### src/rtl/lsnn_pkg.sv
// Shared constants and types for the adaptive LIF (LSNN-style) neuron.
//   LEAK_SHIFT : potential decays by V >> LEAK_SHIFT each cycle
//   TH_BASE    : resting / reset threshold
//   TH_INC     : threshold bump per spike
//   TH_DEC     : threshold relaxation step per quiet cycle
//   TH_MAX     : threshold ceiling
package lsnn_pkg;

  typedef logic [7:0] word_t;

  localparam int unsigned LEAK_SHIFT = 2;
  localparam word_t       TH_BASE    = 8'h40;
  localparam word_t       TH_INC     = 8'h10;
  localparam word_t       TH_DEC     = 8'h01;
  localparam word_t       TH_MAX     = 8'hF0;

endpackage

### src/rtl/lsnn_threshold_adapt.sv
// Next-state logic for the adaptive firing threshold.
//   th      : current threshold
//   fire    : neuron fires on this edge
//   th_next : threshold after this edge; saturating increment on fire,
//             floor-clamped decay toward the baseline otherwise
module lsnn_threshold_adapt
  import lsnn_pkg::*;
#(
  parameter word_t ThBase = TH_BASE,
  parameter word_t ThInc  = TH_INC,
  parameter word_t ThDec  = TH_DEC,
  parameter word_t ThMax  = TH_MAX
) (
  input  word_t th,
  input  logic  fire,
  output word_t th_next
);

  logic [8:0] th_inc;
  logic [8:0] th_dec;

  // 9-bit arithmetic so neither the increment nor the decrement can wrap
  assign th_inc = {1'b0, th} + {1'b0, ThInc};
  assign th_dec = {1'b0, th} - {1'b0, ThDec};

  always_comb begin
    th_next = th;
    if (fire) begin
      th_next = (th_inc > {1'b0, ThMax}) ? ThMax : th_inc[7:0];
    end else if (th > ThBase) begin
      // th_dec[8] flags a borrow, which can only mean we went below the floor
      th_next = (th_dec[8] || (th_dec[7:0] < ThBase)) ? ThBase : th_dec[7:0];
    end
  end

endmodule

### src/rtl/tt_um_lsnn.sv
// Single adaptive leaky integrate-and-fire neuron tile.
//   clk     : rising-edge clock
//   rst_n   : synchronous reset, active HIGH despite the name
//   ui_in   : unsigned input current, integrated every cycle
//   uo_out  : [7] spike pulse, [6:0] potential V[7:1]
//   uio_out : live firing threshold
// All outputs come straight from registers, one cycle after the input.
module tt_um_lsnn
  import lsnn_pkg::*;
(
  input  logic       clk,
  input  logic       rst_n,
  input  logic [7:0] ui_in,
  output logic [7:0] uo_out,
  output logic [7:0] uio_out
);

  word_t      v_q, v_d;
  word_t      th_q, th_d;
  logic       spk_q, spk_d;

  word_t      leaked;
  logic [8:0] sum_wide;
  word_t      sum;
  logic       fire;

  assign leaked   = v_q - (v_q >> LEAK_SHIFT);
  assign sum_wide = {1'b0, leaked} + {1'b0, ui_in};
  assign sum      = sum_wide[8] ? 8'hFF : sum_wide[7:0];
  assign fire     = (sum >= th_q);

  lsnn_threshold_adapt u_threshold_adapt (
    .th      (th_q),
    .fire    (fire),
    .th_next (th_d)
  );

  always_comb begin
    spk_d = fire;
    v_d   = fire ? 8'h00 : sum;
  end

  always_ff @(posedge clk) begin
    if (rst_n) begin
      v_q   <= 8'h00;
      th_q  <= TH_BASE;
      spk_q <= 1'b0;
    end else begin
      v_q   <= v_d;
      th_q  <= th_d;
      spk_q <= spk_d;
    end
  end

  assign uo_out  = {spk_q, v_q[7:1]};
  assign uio_out = th_q;

endmodule

### config.mk
export PLATFORM = sky130hd
export DESIGN_NAME = tt_um_lsnn
export DESIGN_NICKNAME = d
export VERILOG_FILES = /design/src/rtl/lsnn_pkg.sv /design/src/rtl/lsnn_threshold_adapt.sv /design/src/rtl/tt_um_lsnn.sv
export SDC_FILE = /design/constraint.sdc
export NUM_CORES = 1
export LEC_CHECK = 0
export CAP_MARGIN = 10
export CORE_MARGIN = 4
export CORE_UTILIZATION = 40
export CTS_CLUSTER_DIAMETER = 100
export DETAILED_ROUTE_END_ITERATION = 16
export GPL_ROUTABILITY_DRIVEN = 1
export GPL_TIMING_DRIVEN = 0
export SLEW_MARGIN = 20
export SYNTH_ARGS = -nofsm -noshare
export SYNTH_HDL_FRONTEND = slang
export SYNTH_SLANG_ARGS = --single-unit
### constraint.sdc
create_clock -name clk -period 4.82 [get_ports clk]
set_clock_uncertainty 0.1 [all_clocks]
set_input_delay 0.964 -clock clk [delete_from_list [all_inputs] [get_ports clk]]
set_output_delay 0.964 -clock clk [all_outputs]
set_load 0.1 [all_outputs]
==> results of run 1 <==
per-layer routing:
metal / GRT usage (%) / vias to the layer above
met5: 0 / -
met4: 4.427 / 0
met3: 1.778 / 6
met2: 22.93 / 30
met1: 19.15 / 674
li1: - / 788
state kept, by name (all words and copies together) (netlist names):
| signal | flops |
|---|---|
| spk_q | 1 |
| uio_out | 8 |
| v_q | 8 |
logic make-up (layout without fill, tap and decap cells):
| group | Yosys count | count (layout) | synth area share (%) |
|---|---|---|---|
| mux | 2 | 2 | 1.238 |
| buf+inv | 41 | 70 | 11.22 |
| xor+xnor | 10 | 10 | 5.099 |
| compound gates | 54 | 54 | 21.71 |
| flops | 17 | 17 | 19.81 |
| fa+ha+maj | 29 | 29 | 22.00 |
| simple gates | 58 | 58 | 18.94 |
Yosys cell counts, types with 5 or more instances:
cell     count  area share, %
inv_1       28            6.1
nand3_1      6            1.7
nor2_1      16            3.5
a21o_1       5            2.2
ha_1        27             20
xnor2_1      9            4.6
buf_4        8            3.5
nor2b_1      5            1.8
a21oi_1     14            4.1
nand2_1      7            1.5
dfxtp_1     17             20
o21ai_0      6            1.7
worst max path at each step:
| stage | end | startpoint | cells past startpoint |
|---|---|---|---|
| floorplan | uio_out[7]$_SDFFE_PP0P_ | v_q[3]$_SDFF_PP0_ | 20 |
| global placement | uio_out[0]$_SDFFE_PP0P_ | ui_in[0] | 16 |
| detailed placement | uio_out[0]$_SDFFE_PP0P_ | ui_in[0] | 16 |
| CTS | uio_out[7]$_SDFFE_PP0P_ | ui_in[0] | 16 |
| global route | uio_out[7]$_SDFFE_PP0P_ | ui_in[0] | 16 |
| finish | uio_out[7]$_SDFFE_PP0P_ | ui_in[0] | 15 |
worst max-delay path, stage by stage:
cell             delay (ns)
clkdlybuf4s50_1        0.40
ha_1                   0.22
fa_1                   0.40
a21o_1                 0.19
a21oi_2                0.20
o21ai_1                0.10
a221o_1                0.39
or2_2                  0.31
ha_1                   0.27
o21ai_0                0.07
a211o_1                0.31
and2_1                 0.18
buf_6                  0.13
o21a_1                 0.19
a2111oi_2              0.31
stage by stage:
step	setup WS (ns)	cells	TNS, ns	util, %
finish	0.2197	290	0	51.84
CTS	0.02994	290	0	50.83
detailed placement	-0.3395	286	-1.554	49.69
global placement	-0.3412	286	-1.471	49.69
global route	0.001987	290	0	51.84
floorplan	0.5508	211	0	-
final cells by class:
type,instances,area (sq um)
Buffer,13,88.84
Clock buffer,4,45.04
Fill cell,420,1968
Inverter,28,105.1
Multi-Input combinational cell,153,1224
Sequential cell,17,342.8
Tap cell,50,62.56
Timing Repair Buffer,25,250.2
repair_timing:
item	4_1_cts	5_1_grt
hold endpoints to repair	0	0
gates resized for setup	1	13
setup buffers	0	0
setup endpoints to repair	3	7
pin swaps	0	2
==> flow_results.org, run 1 <==
** Global route
- Wire length of the first global-routing pass :: just over 6000 microns
- The number of global-route vias before repair is about 1400.
- Total grt overflow :: 0
- Number of antenna violations at the first check in global routing :: 0
- Total routing resource utilization after global routing :: 14.06%
- Pin count of the biggest net entering global routing :: 11

** STA
- After layout, the worst path uses between 90% and 100% of the clock period.
- Clock period minus final worst setup slack :: 4.600 ns
- Across all hold checks on the routed design, the worst slack comes to 0.4835 ns.
- In this run the tightest slew margin relative to its limit is 34.82%.
- RSZ-0062 raised after global routing :: false
- Maximum frequency from static timing analysis :: 217.4 MHz
- The number of slew-limit violations in the final report was 0.
- For the pin with the worst max-slew slack, the measured transition is a little under 1 ns.
- The hold violation total from the final report is 0.
- Setup violations remaining at the end of the flow were counted as 0.

** Setup path
- Measured in cells, the most critical reg-to-reg path has a length of 20.
- The worst setup path is captured at a flip-flop.
- R2R Path Start :: v_q[3]$_SDFF_PP0_
- Crit Path Max Fanout :: 6
- The endpoint identified for the worst register-to-register timing path is uio_out[7]$_SDFFE_PP0P_.
- Endpoint arrival time on the critical path :: 4.65 ns
- STA classifies the critical path startpoint as an input pin.
- Kind of critical path :: input pin to flip-flop
- For flop-to-flop paths, the worst setup slack is 0.37 ns.
- For the worst setup path, the data required time is 4.87 ns.

** Die
- In this run the core area contains 23 standard-cell rows.
- The initial utilization of the core area, before any placement, comes to 42.04%.
- 26 I/O pins were placed.
- DIE WIDTH :: between 70 and 80 microns
- From bottom edge to top edge, the die measures roughly 74 microns.
- Die Area :: 5407 sq um
- The core region is 4086 sq um.

** Detailed routing
- Before antenna repair, the detailed router went through 4 iterations.
- Total Routed Length :: 3568 microns
- In the final routed layout, each cell accounts on average for 12.30 microns.
- Top layer in use :: met4
- After detailed routing, the met2 layer carries 1608 microns of wire.
- Wire length on met1 :: about 1800 microns
- Routed met3 length :: 138 microns
- In the routed design, unresolved DRC markers number 0.
- Number of routed nets with antenna violations :: 0
- Iteration-0 DRC count of the detailed router :: 45
- Across all layers, the routed design uses about 1500 vias.
- Via density per instance :: about 5.2

** CTS
- In this run the number of H-tree levels came out at 1.
- Clock-pin slew was measured on the worst setup and hold paths at around 0.06 ns.
- Clock latency on the worst-skew pair, taken at its later pin, is 0.25 ns.
- The clock passes through at most 2 buffers.
- CTS placed an instance of clkbuf_8 at the clock tree root.
- Buffers inserted to repair hold after CTS numbered 0.
- Clock tree from TritonCTS :: yes
- Counting the buffers created by CTS gives 3.
- Number of sinks driven by the clock tree :: 17

** Yosys
- After synthesis the cells add up to 1718 sq um.
- Synth Register Bits :: 17
- For this run, asynchronously set or reset flops after synthesis account for 0%.
- Post-synthesis cell type count :: 48
- The average instance in the mapped netlist occupies 8.142 sq um.
- Main flop type after synthesis :: dfxtp_1
- Mapped Nets :: 250
- Synthesis produced a netlist whose cell count is 211.
- Yosys printed 0 warnings.
- For this run, the register share of the synthesized area comes to 19.81%.
- Counting flops with a built-in enable in the synthesized netlist gives 0.

** Layout
- Cells with a size suffix above 1 make up 13.75% of the layout.
- Leaving out fill and tap cells, the most frequent cells in the layout are inv_1 (28), ha_1 (27), clkdlybuf4s50_1 (25), nor2_1 (15), dfxtp_1 (15).
- Number of nets in the finished design :: 280
- 0 antenna diodes ended up in the layout.
- Compared with the post-synthesis result, the final layout area differs by 23.31%.
- Most frequent standard cell in the layout excluding fill and tap cells :: inv_1
- Final design area excluding fillers :: 2118 sq um

** Placement
- Detailed Place HPWL :: 2812 microns
- The congestion estimate from routability-driven global placement came to 0.8569.
- Number of input and output port buffers inserted :: 25
- Area post-placement :: 2031 sq um

** Hold path
- The worst hold path terminates at uio_out[1]$_SDFFE_PP0P_.
- Hold Path Stages :: 1
- Type of the most critical hold path :: flip-flop to flip-flop
- Worst Hold Launch :: uio_out[1]$_SDFFE_PP0P_

** Run
- Maximum capacitance violations :: 0

** Outcome
- The flow ran to the end, and the final reports show no timing, DRC or antenna violations.
Power of run 1 is not shown: default switching activity piles up to over one toggle a cycle in this logic, so the estimate is an artifact.
==> inputs of run 2 (changes only) <==
--- a/config.mk
+++ b/config.mk
@@ -6,11 +6,10 @@
 export NUM_CORES = 1
 export LEC_CHECK = 0
 export CAP_MARGIN = 10
-export CORE_MARGIN = 4
 export CORE_UTILIZATION = 40
 export CTS_CLUSTER_DIAMETER = 100
 export DETAILED_ROUTE_END_ITERATION = 16
-export GPL_ROUTABILITY_DRIVEN = 1
+export GPL_ROUTABILITY_DRIVEN = 0
 export GPL_TIMING_DRIVEN = 0
 export SLEW_MARGIN = 20
 export SYNTH_ARGS = -nofsm -noshare
==> flow_results.org, run 2 (same netlist as run 1, synthesis figures left out) <==
** Layout
- Leaving out fill and tap cells, the most frequent cell in the layout is inv_1.
- Area Growth Syn to Fin :: 24.18%
- In the final layout, the multi-input gates occupy 1226 sq um.
- Antenna diode instance count :: 0
- Once layout is complete, the utilization of the core stands at between 50% and 60%.
- Combined flip-flop and latch cell area :: 340.3 sq um
- Number of filler cells placed in the layout :: 402
- The top cell types in the final layout, fill and taps aside, are inv_1 (28), ha_1 (26), clkdlybuf4s50_1 (25), dfxtp_1 (17), nor2_1 (16).
- Share of post-route cells with drive strength above 1 :: 14.46%
- The finished cells cover 2133 sq um.
- At the end of the flow, the number of nets in the layout was 282.

** CTS
- Num CTS Buffers :: 3
- Clock transition at path regs :: around 0.07 ns
- In this run the number of H-tree levels came out at 1.
- Clock tree from TritonCTS :: yes
- The tree is rooted in a clkbuf_8.
- The tree built by TritonCTS fans out to 17 sinks.
- The longest clock path from root to sink contains 2 buffers.
- Clock latency on the worst-skew pair, taken at its later pin, is 0.25 ns.
- For this design, the CTS-stage hold fixing added 0 buffers.

** STA
- The hold violation total from the final report was 0.
- Based on the critical path, the design can be clocked at up to about 220 MHz.
- Setup violations remaining at the end of the flow were counted as 0.
- Clock period minus final worst setup slack :: 4.558 ns
- Adding up every negative setup slack in the final design gives 0 ns.
- Period utilisation layout :: 94.56%
- Setup repair after global routing left no endpoint under its margin.
- Actual slew at the worst max-slew pin :: 0.9658 ns
- Headroom to the max-slew limit came out at 35.41%.
- The number of slew-limit violations in the final report is 0.

** Hold path
- Along the worst hold path, the cell count comes to 1.
- The path with the worst hold slack has its endpoint at uio_out[1]$_SDFFE_PP0P_.
- Worst Hold Launch :: uio_out[1]$_SDFFE_PP0P_
- In this run the worst hold path is classified as flip-flop to flip-flop.

** Setup path
- Crit Path Max Fanout :: 6
- Counting cells, the worst reg-to-reg path comes to 21.
- STA classifies the critical path startpoint as an input pin.
- STA classifies the critical path endpoint as a flip-flop.
- The critical path in this run is classified as input pin to flip-flop.
- FF-to-FF End :: uio_out[7]$_SDFFE_PP0P_
- For flop-to-flop paths, the worst setup slack is 0.33 ns.
- R2R Path Start :: v_q[2]$_SDFF_PP0_
- Data on the critical path is required at its endpoint by 4.88 ns.
- At the worst endpoint, the arrival time is 4.62 ns.

** Die
- After floorplanning, the core was divided into 23 placement rows.
- Core Area :: 4058 sq um
- The die covers 4561 sq um.
- Once the floorplan was initialized, standard cells occupied a little over two fifths of the core.
- During I/O placement, the number of pins put on the boundary was 26.
- Die outline height :: 67.54 microns
- DIE WIDTH :: 67.54 microns

** Detailed routing
- TritonRoute pass-1 iters :: 4
- Wires add up to 3667 microns.
- Average detailed-routed wire length per instance :: 12.56 microns
- Summing over every cut layer, the via total after detailed routing is 1529.
- Detailed-route DRC error count :: 0
- After the first detailed-routing iteration, the DRC count stood at 48.
- Once detail routing completed, the nets flagged for antenna violations numbered 0.
- Via density per instance :: 5.236

** Outcome
- Result of the run :: completed

** Global route
- Wire length of the first global-routing pass :: 6230 microns
- Total grt overflow :: 0
- Vias in the first global route :: 1428
- Global routing consumed, over all layers together, 17.93% of the routing resources.
- Pin count of the biggest net entering global routing :: 11
- Number of antenna violations at the first check in global routing :: 0

** Placement
- Detailed Place HPWL :: 2787 microns
- Number of input and output port buffers inserted :: 25
- Summing all placed instances gives a cell area of 2031 sq um.

** Run
- Maximum capacitance violations :: 0
==> run 2: cell types whose count changed in the layout (fill, tap and decap cells not counted), sizes merged <==
cell / before / now
buf: 10 / 12
==> run 2: what timing repair did <==
action,CTS,global route
setup endpoints to repair,1,5
pin swaps,0,4
resized for setup,1,13
buffers inserted,0,2
==> run 2: how the worst max path moves through the flow <==
stage / from / end / slack, ns
floorplan: v_q[3]$_SDFF_PP0_ / uio_out[7]$_SDFFE_PP0P_ / 0.55
global placement: ui_in[0] / uio_out[0]$_SDFFE_PP0P_ / -0.34
detailed placement: ui_in[0] / uio_out[0]$_SDFFE_PP0P_ / -0.31
CTS: ui_in[0] / uio_out[7]$_SDFFE_PP0P_ / 0.05
global route: v_q[3]$_SDFF_PP0_ / uio_out[7]$_SDFFE_PP0P_ / 0.02
finish: ui_in[0] / uio_out[7]$_SDFFE_PP0P_ / 0.26
==> run 2: metrics by stage <==
| stage | instances | setup slack, ns | hold slack (ns) |
|---|---|---|---|
| global route | 292 | 0.01992 | 0.5309 |
| floorplan | 211 | 0.5508 | 0.7309 |
| CTS | 290 | 0.05126 | 0.4691 |
| global placement | 286 | -0.3385 | 0.4710 |
| detailed placement | 286 | -0.3104 | 0.4520 |
| finish | 292 | 0.2624 | 0.4696 |
==> run 2: layer usage <==
metal / GRT usage, % / up-vias / share of wire, %
li1: - / 796 / -
met1: 22.85 / 701 / 49
met2: 30.94 / 27 / 47
met3: 2.196 / 5 / 3.4
met4: 5.585 / 0 / 1.3
met5: 0 / - / 0
==> run 2: layout make-up <==
class | count | area share, %
Timing Repair Buffer | 27 | 12.43
Inverter | 28 | 4.927
Clock buffer | 4 | 2.111
Tap cell | 50 | 2.933
Buffer | 13 | 4.164
Multi-Input combinational cell | 153 | 57.48
Sequential cell | 17 | 15.95
==> run 2: worst max-delay path, stage by stage <==
cell and delay (ns):
clkdlybuf4s50_1 0.40, ha_1 0.22, fa_2 0.36, a21o_1 0.20, a21oi_4 0.16, o21ai_1 0.10
a221o_1 0.40, or2_2 0.31, ha_1 0.27, o21ai_0 0.08, a211o_1 0.35, and2_1 0.18
buf_6 0.13, o21a_1 0.19, a2111oi_2 0.30
Power of run 2 is left out for the same reason.
